--- src/rtl/ascon_round_ctrl.sv ---
// ascon_round_ctrl: round sequencer for an ASCON permutation datapath.
// Drives the 320-bit state register (load mux select, write enable) and the
// round-constant index. p^a runs ROUNDS_A rounds and p^b runs ROUNDS_B rounds.
// Both always finish on round index 11, so the start index is 12 - rounds.
// Both round counts must lie in 1..12.
//
// Optional feature: define ASCON_PERM_ABORT_EN to add abort_i. While a
// permutation is loading or running, abort_i returns the controller to IDLE
// on the next edge, with no done_o pulse. abort_i takes priority over
// start_i. It is ignored in IDLE and DONE.
//
// state | meaning
// ------+--------------------------------------------------------------
// IDLE  | waiting for start_i; ready_o=1
// LOAD  | one cycle; state register takes the external state
// RUN   | one round per cycle; round_o counts up to 11
// DONE  | one-cycle done_o pulse; ready_o=1, start_i goes straight to LOAD

module ascon_round_ctrl #(
    parameter int ROUNDS_A = 12,
    parameter int ROUNDS_B = 8
) (
    input  logic       clock_i,
    input  logic       reset_i,
    input  logic       start_i,
    input  logic       mode_i,
`ifdef ASCON_PERM_ABORT_EN
    input  logic       abort_i,
`endif
    output logic [3:0] round_o,
    output logic       sel_load_o,
    output logic       state_en_o,
    output logic       ready_o,
    output logic       busy_o,
    output logic       done_o
);

    localparam logic [1:0] S_IDLE = 2'd0;
    localparam logic [1:0] S_LOAD = 2'd1;
    localparam logic [1:0] S_RUN  = 2'd2;
    localparam logic [1:0] S_DONE = 2'd3;

    localparam logic [3:0] PRESET_A   = 4'(12 - ROUNDS_A);
    localparam logic [3:0] PRESET_B   = 4'(12 - ROUNDS_B);
    localparam logic [3:0] LAST_ROUND = 4'd11;

    logic [1:0] state_q;
    logic [1:0] state_d;
    logic [3:0] round_q;
    logic [3:0] round_d;
    logic       abort_w;
    logic [3:0] preset_w;

`ifdef ASCON_PERM_ABORT_EN
    assign abort_w = abort_i;
`else
    assign abort_w = 1'b0;
`endif

    // Start index for the round that is about to be accepted.
    assign preset_w = mode_i ? PRESET_B : PRESET_A;

    // Next-state and round-index logic. The round index is captured on the
    // accept edge, so mode_i has no effect once a permutation has begun.
    always_comb begin
        state_d = state_q;
        round_d = round_q;
        case (state_q)
            S_IDLE: begin
                if (start_i) begin
                    state_d = S_LOAD;
                    round_d = preset_w;
                end
            end
            S_LOAD: begin
                if (abort_w) begin
                    state_d = S_IDLE;
                    round_d = 4'd0;
                end else begin
                    state_d = S_RUN;
                end
            end
            S_RUN: begin
                if (abort_w) begin
                    state_d = S_IDLE;
                    round_d = 4'd0;
                end else if (round_q == LAST_ROUND) begin
                    // The index is held at 11 here rather than wrapped.
                    state_d = S_DONE;
                end else begin
                    round_d = round_q + 4'd1;
                end
            end
            S_DONE: begin
                if (start_i) begin
                    state_d = S_LOAD;
                    round_d = preset_w;
                end else begin
                    state_d = S_IDLE;
                    round_d = 4'd0;
                end
            end
            default: begin
                state_d = S_IDLE;
                round_d = 4'd0;
            end
        endcase
    end

    // State and round registers. Reset is asynchronous and returns to IDLE.
    always_ff @(posedge clock_i or posedge reset_i) begin
        if (reset_i) begin
            state_q <= S_IDLE;
            round_q <= 4'd0;
        end else begin
            state_q <= state_d;
            round_q <= round_d;
        end
    end

    // Outputs are decoded from registered state only, so they follow reset
    // immediately and have no combinational path from the inputs.
    assign round_o    = round_q;
    assign sel_load_o = (state_q == S_LOAD);
    assign state_en_o = (state_q == S_LOAD) || (state_q == S_RUN);
    assign busy_o     = (state_q == S_LOAD) || (state_q == S_RUN);
    assign ready_o    = (state_q == S_IDLE) || (state_q == S_DONE);
    assign done_o     = (state_q == S_DONE);

endmodule

--- config.mk ---
export PLATFORM = sky130hd
export DESIGN_NAME = ascon_round_ctrl
export DESIGN_NICKNAME = d
export VERILOG_FILES = /design/src/rtl/ascon_round_ctrl.sv
export SDC_FILE = /design/constraint.sdc
export NUM_CORES = 1
export LEC_CHECK = 0
export ABC_AREA = 1
export CAP_MARGIN = 20
export CORE_AREA = 4 4 41 43
export DETAILED_ROUTE_END_ITERATION = 8
export DIE_AREA = 0 0 45 47
export PLACE_DENSITY = 0.66
export SYNTH_ARGS = -nofsm -noshare
export SYNTH_HDL_FRONTEND = slang
export SYNTH_SLANG_ARGS = --single-unit
--- constraint.sdc ---
create_clock -name clock_i -period 1.2 [get_ports clock_i]
set_input_delay 0.12 -clock clock_i [delete_from_list [all_inputs] [get_ports clock_i]]
set_output_delay 0.12 -clock clock_i [all_outputs]
set_load 0.005 [all_outputs]
-- After elaboration in Yosys (flattened, before gate mapping)
Cells that the tools add are included.
- $add $sub $neg: 1
- eq/ne operators: 7
- muxes and demuxes: 9
- bitwise operators: 1
- reduce and logical (&&, ||, !) cells: 5
- operators by type and width (cell ; number):
    $pmux W4 S3 ; 1
    $mux W4 ; 2
    $pmux W2 S4 ; 1
    $mux W3 ; 2
    $ne A2 B2 Y1 const B ; 3
    $add A4 B1 Y4 const B ; 1
    $eq A2 B2 Y1 const B ; 2
    $eq A4 B4 Y1 const B ; 1
    $mux W2 ; 2
    $reduce_and A3 Y1 ; 1
    $eq A2 B1 Y1 const B ; 1
    $logic_not A2 Y1 ; 1
    $logic_or A1 B1 Y1 ; 2
    $reduce_and A2 Y1 ; 1
    $mux W1 ; 1
    $not A1 Y1 ; 1
- flip-flop bits (word level): 6
- input bits: 4
- output and inout bits: 9
- word-level logic and storage cells: 25

-- Logic depth before layout (Yosys ltp)
- depth after elaboration: 3
- depth in mapped cells: 7
- mapped depth without buffers: 7

-- Worst setup path before layout
Ideal clock, no wire load.
- path type: reg2reg
- from: register state_q[0]
- to: register round_q[2] (netlist: round_o[2])
- library setup time: 116 ps
- arrival: 1088 ps
- data required time: 1084 ps
- path slack: -4 ps
- stages on the path, launching flop included: 8
- buffers on the path: 0
- period minus slack after synthesis: 1204 ps
- cell sequence: dfrtp_1 -> inv_1 -> ha_1 -> nand4_1 -> nand2_1 -> inv_1 -> nand2_1 -> nand2_1
- longest elaborated chain between the ends: 3
- elaborated cells between the ends (all ways): 9
- classes of those cells: eq/ne: 5; mux: 1; bitwise: 1; reduce/logical: 2
- RTL lines (item ; line ; source):
    start, declared ; 47 ; logic [1:0] state_q;
    start signal, assigned ; 116 ; state_q <= state_d;
    $eq A2 B2 Y1 (tied with other cells) ; 68 ; case (state_q)
    $ne A2 B2 Y1 (no source line) or $not A1 Y1 (tied branches) ; -- ;
    $reduce_and A3 Y1 (no source line) ; -- ;
    end signal, assigned ; 117 ; round_q <= round_d;
    end, declared ; 49 ; logic [3:0] round_q;
Several ways; a longest one is shown, not always the timed one.
A chain may end at the register's enable or synchronous reset.

-- Worst setup path after layout
- from: register state_q[0]
- to: register round_q[0] (netlist: round_o[0])
Same word-level chain as after synthesis.

==> key figures <==
Worst setup path
  • Reg-to-reg critical path startpoint: state_q[0]
  • Crit path required time: around 1.4 ns
  • Worst reg-to-reg path cell count: 8
  • CP Capture Type: flop
  • Stages on the worst setup path: 8
  • CP endpoint: round_o[0]
  • Kind of cell adding the most delay to the critical path: flip-flops
  • Worst setup path start: state_q[0]
  • Reg2Reg Setup Slack: -0.06 ns
  • Crit Path Class: flop to flop
  • Crit-path cells: inv_2, buf_6, ha_4, buf_6, nand2_8, nor2_4, nand2_1, nand2_1
  • R2r endpoint: round_o[0]
  • CP peak stage delay: approximately 0.4 ns
  • Critical-path top delay cell: dfrtp_1
  • CP Launch Type: flop
  • WP data arrival: 1.43 ns
  • Bufs and invs on worst path: 3
  • CP Max Fanout: 4

STA
  • Max-slew violations: 0
  • RSZ-0062 raised after global routing: true
  • Final WS setup: -0.0604 ns
  • Final Hold Fails: 0
  • Final period util: 1.05
  • Fmax achieved: slightly below 800 MHz
  • Worst Clk Skew: 0.000444 ns
  • Final critical-path required period: ~1.3 ns
  • Final setup vio count: 7
  • Worst slew margin: 0.865
  • Worst-Margin Slew: roughly 0.20 ns

Clocking
  • CTS HTree Levels: 1
  • Clock Sinks: 6
  • CTS tree: built
  • Hold buffer count at CTS: 0
  • CTS max path bufs: 2
  • CTS Root Buffer Type: clkbuf_4
  • Register clock-pin slew on the reported worst setup and hold paths: ~0.04 ns
  • Worst-skew pair later-pin latency: 0.23 ns
  • Num CTS Buffers: 3

Routing
  • Via density per instance: approximately 4.7
  • Post-route DRC: 0
  • DR pass1 iterations: 4
  • Via count: between 500 and 600
  • Routed WL: ~1300 microns
  • Detail Route Antenna Nets: 0
  • Wirelength per Cell: 12.2 microns
  • Initial DRC Count: 7

Status
  • Failing checks: negative setup slack
  • Status: finished with violations

Final layout
  • Area growth, synth to finish: 80.9%
  • Fill cells: roughly 110
  • Final-stage net count: approximately 110
  • Diode count: 0
  • Share of cells above drive strength 1: 0.495
  • Final cell count without fillers: 108
  • Reg area: roughly 150 sq um
  • Multi-input logic area: around 380 sq um
  • Utilization after layout: 0.656

Logic synthesis
  • FF+latch count, synth: 6
  • Register area share after synthesis: 0.318
  • Syn Inst Count: 65
  • Synthesized Nets: 75
  • Top cell type by total area after synthesis: dfrtp_1
  • Top cells by count, synth: nand2_1, inv_1, dfrtp_1, ha_1, nand3_1
  • Area share of the largest cell type after synthesis: 0.318
  • Post-synth cell types: 15
  • Async SR Flop Fraction: 1.00
  • Top-count cell post-synth: nand2_1
  • Yosys Warn Count: 0
  • Main synth FF type: dfrtp_1
  • Main area contributors after synthesis: dfrtp_1, nand2_1, ha_1, inv_1, nand3_1
  • Syn Std Cell Area: 472 sq um
  • EDFF count, synth: 0
  • Syn Area/Cell: just over 7 sq um

Die
  • Chip height: about 47 microns
  • Die W: between 40 and 50 microns
  • Core area: 1300 sq um
  • Initial Util: 0.362
  • Num ports: 13
  • Die Area: about 2100 sq um
  • # rows: 13

Placed design
  • RePlAce Congestion: 0.739
  • DPL Wire Length: slightly above 800 microns
  • Quantity of I/O buffers inserted on ports: 12
  • Inst Count DP: around 100

Min path
  • HP Class: input pin to async pin

Job
  • Max cap viols: 0

GRT
  • Largest net degree at the start of global routing: 7
  • GRT Resource Usage Total: 0.148
  • GRT overflow: 0
  • Initial antenna violation count: 0
  • Vias in the first global route: about 540
  • First-pass GRT wire length: between 2000 and 2500 microns

Pwr
  • Peak supply drop: approximately 1800 uV
  • P_leak: 0.000426 uW
  • PD cells: 2710 nW/um^2
==> flip-flops by register name, indices dropped and copies added (netlist names) <==
signal	flops
state_q	2
round_o	4
==> metal layers <==
metal	wire length (microns)	up-vias	global-route usage
met5	0	-	0
met3	34	10	0.0230
met1	523	223	0.153
met2	667	12	0.237
met4	96	0	0.175
li1	-	260	-
==> worst reg2reg max path, stage by stage, from the launching register on <==
cell and delay [ns]:
dfrtp_1 0.39, inv_2 0.09, buf_6 0.12, ha_4 0.14
buf_6 0.11, nand2_8 0.06, nor2_4 0.13, nand2_1 0.09
nand2_1 0.07
==> how the worst min path moves through the flow <==
stage | startpoint | depth (start not counted) | end | slack, ns
after floorplan | reset_i | 1 | round_o[0] | -0.09
after global placement | reset_i | 2 | round_o[1] | 0.34
after detailed placement | reset_i | 2 | round_o[2] | 0.34
after CTS | reset_i | 2 | state_q[0] | 0.08
after global routing | reset_i | 2 | state_q[0] | 0.08
final | reset_i | 2 | state_q[0] | 0.08
==> layout make-up <==
cell class              instances  share of cell area
multi-input cells              47               0.446
well taps                      15              0.0220
flip-flops and latches          6               0.177
clock buffers                   3              0.0264
repair buffers                 26               0.280
inverters                      11              0.0484
==> report_power, final <==
group	internal, uW	switching [uW]	total, uW	leakage (uW)
clock	112	61.2	173	0.0000138
sequential	285	63.3	348	0.0000763
combinational	922	868	1790	0.000336
==> layout by cell type (no fill, tap or decap), drive strengths merged <==
cell / instances
inv: 11
a21oi: 1
nand3: 6
clkbuf: 3
nand2: 29
buf: 19
dfrtp: 6
o21ai: 1
dlygate4sd2: 4
ha: 6
nand3b: 1
nand4: 2
clkdlybuf4s50: 3
nor2: 1
==> metrics by stage <==
step                      power (uW)  TNS, ns  setup WS, ns  instance area, sq um  hold slack (ns)
after global routing            2530   -0.828        -0.114                   853           0.0837
after detailed placement        1600    -1.00        -0.252                   666            0.338
after CTS                       2020  -0.0804       -0.0417                   795           0.0794
after floorplan                  998        0        0.0199                   474          -0.0890
final                           2310   -0.216       -0.0604                   853           0.0843
after global placement          1570   -0.791        -0.170                   666            0.340
==> logic make-up after synthesis <==
logic type	count (synthesis)	synth area share
flip-flops	6	0.318
AO/OA/AOI/OAI	2	0.0212
buffers and inverters	12	0.103
adder cells (fa/ha/maj)	6	0.159
AND/OR/NAND/NOR	39	0.398
==> what timing repair did <==
action	CTS	global route
pin swaps	8	11
resized for setup	46	9
setup endpoints to repair	15	11
hold endpoints to repair	0	0
buffers inserted	7	1
(Power assumes the default switching activity.)
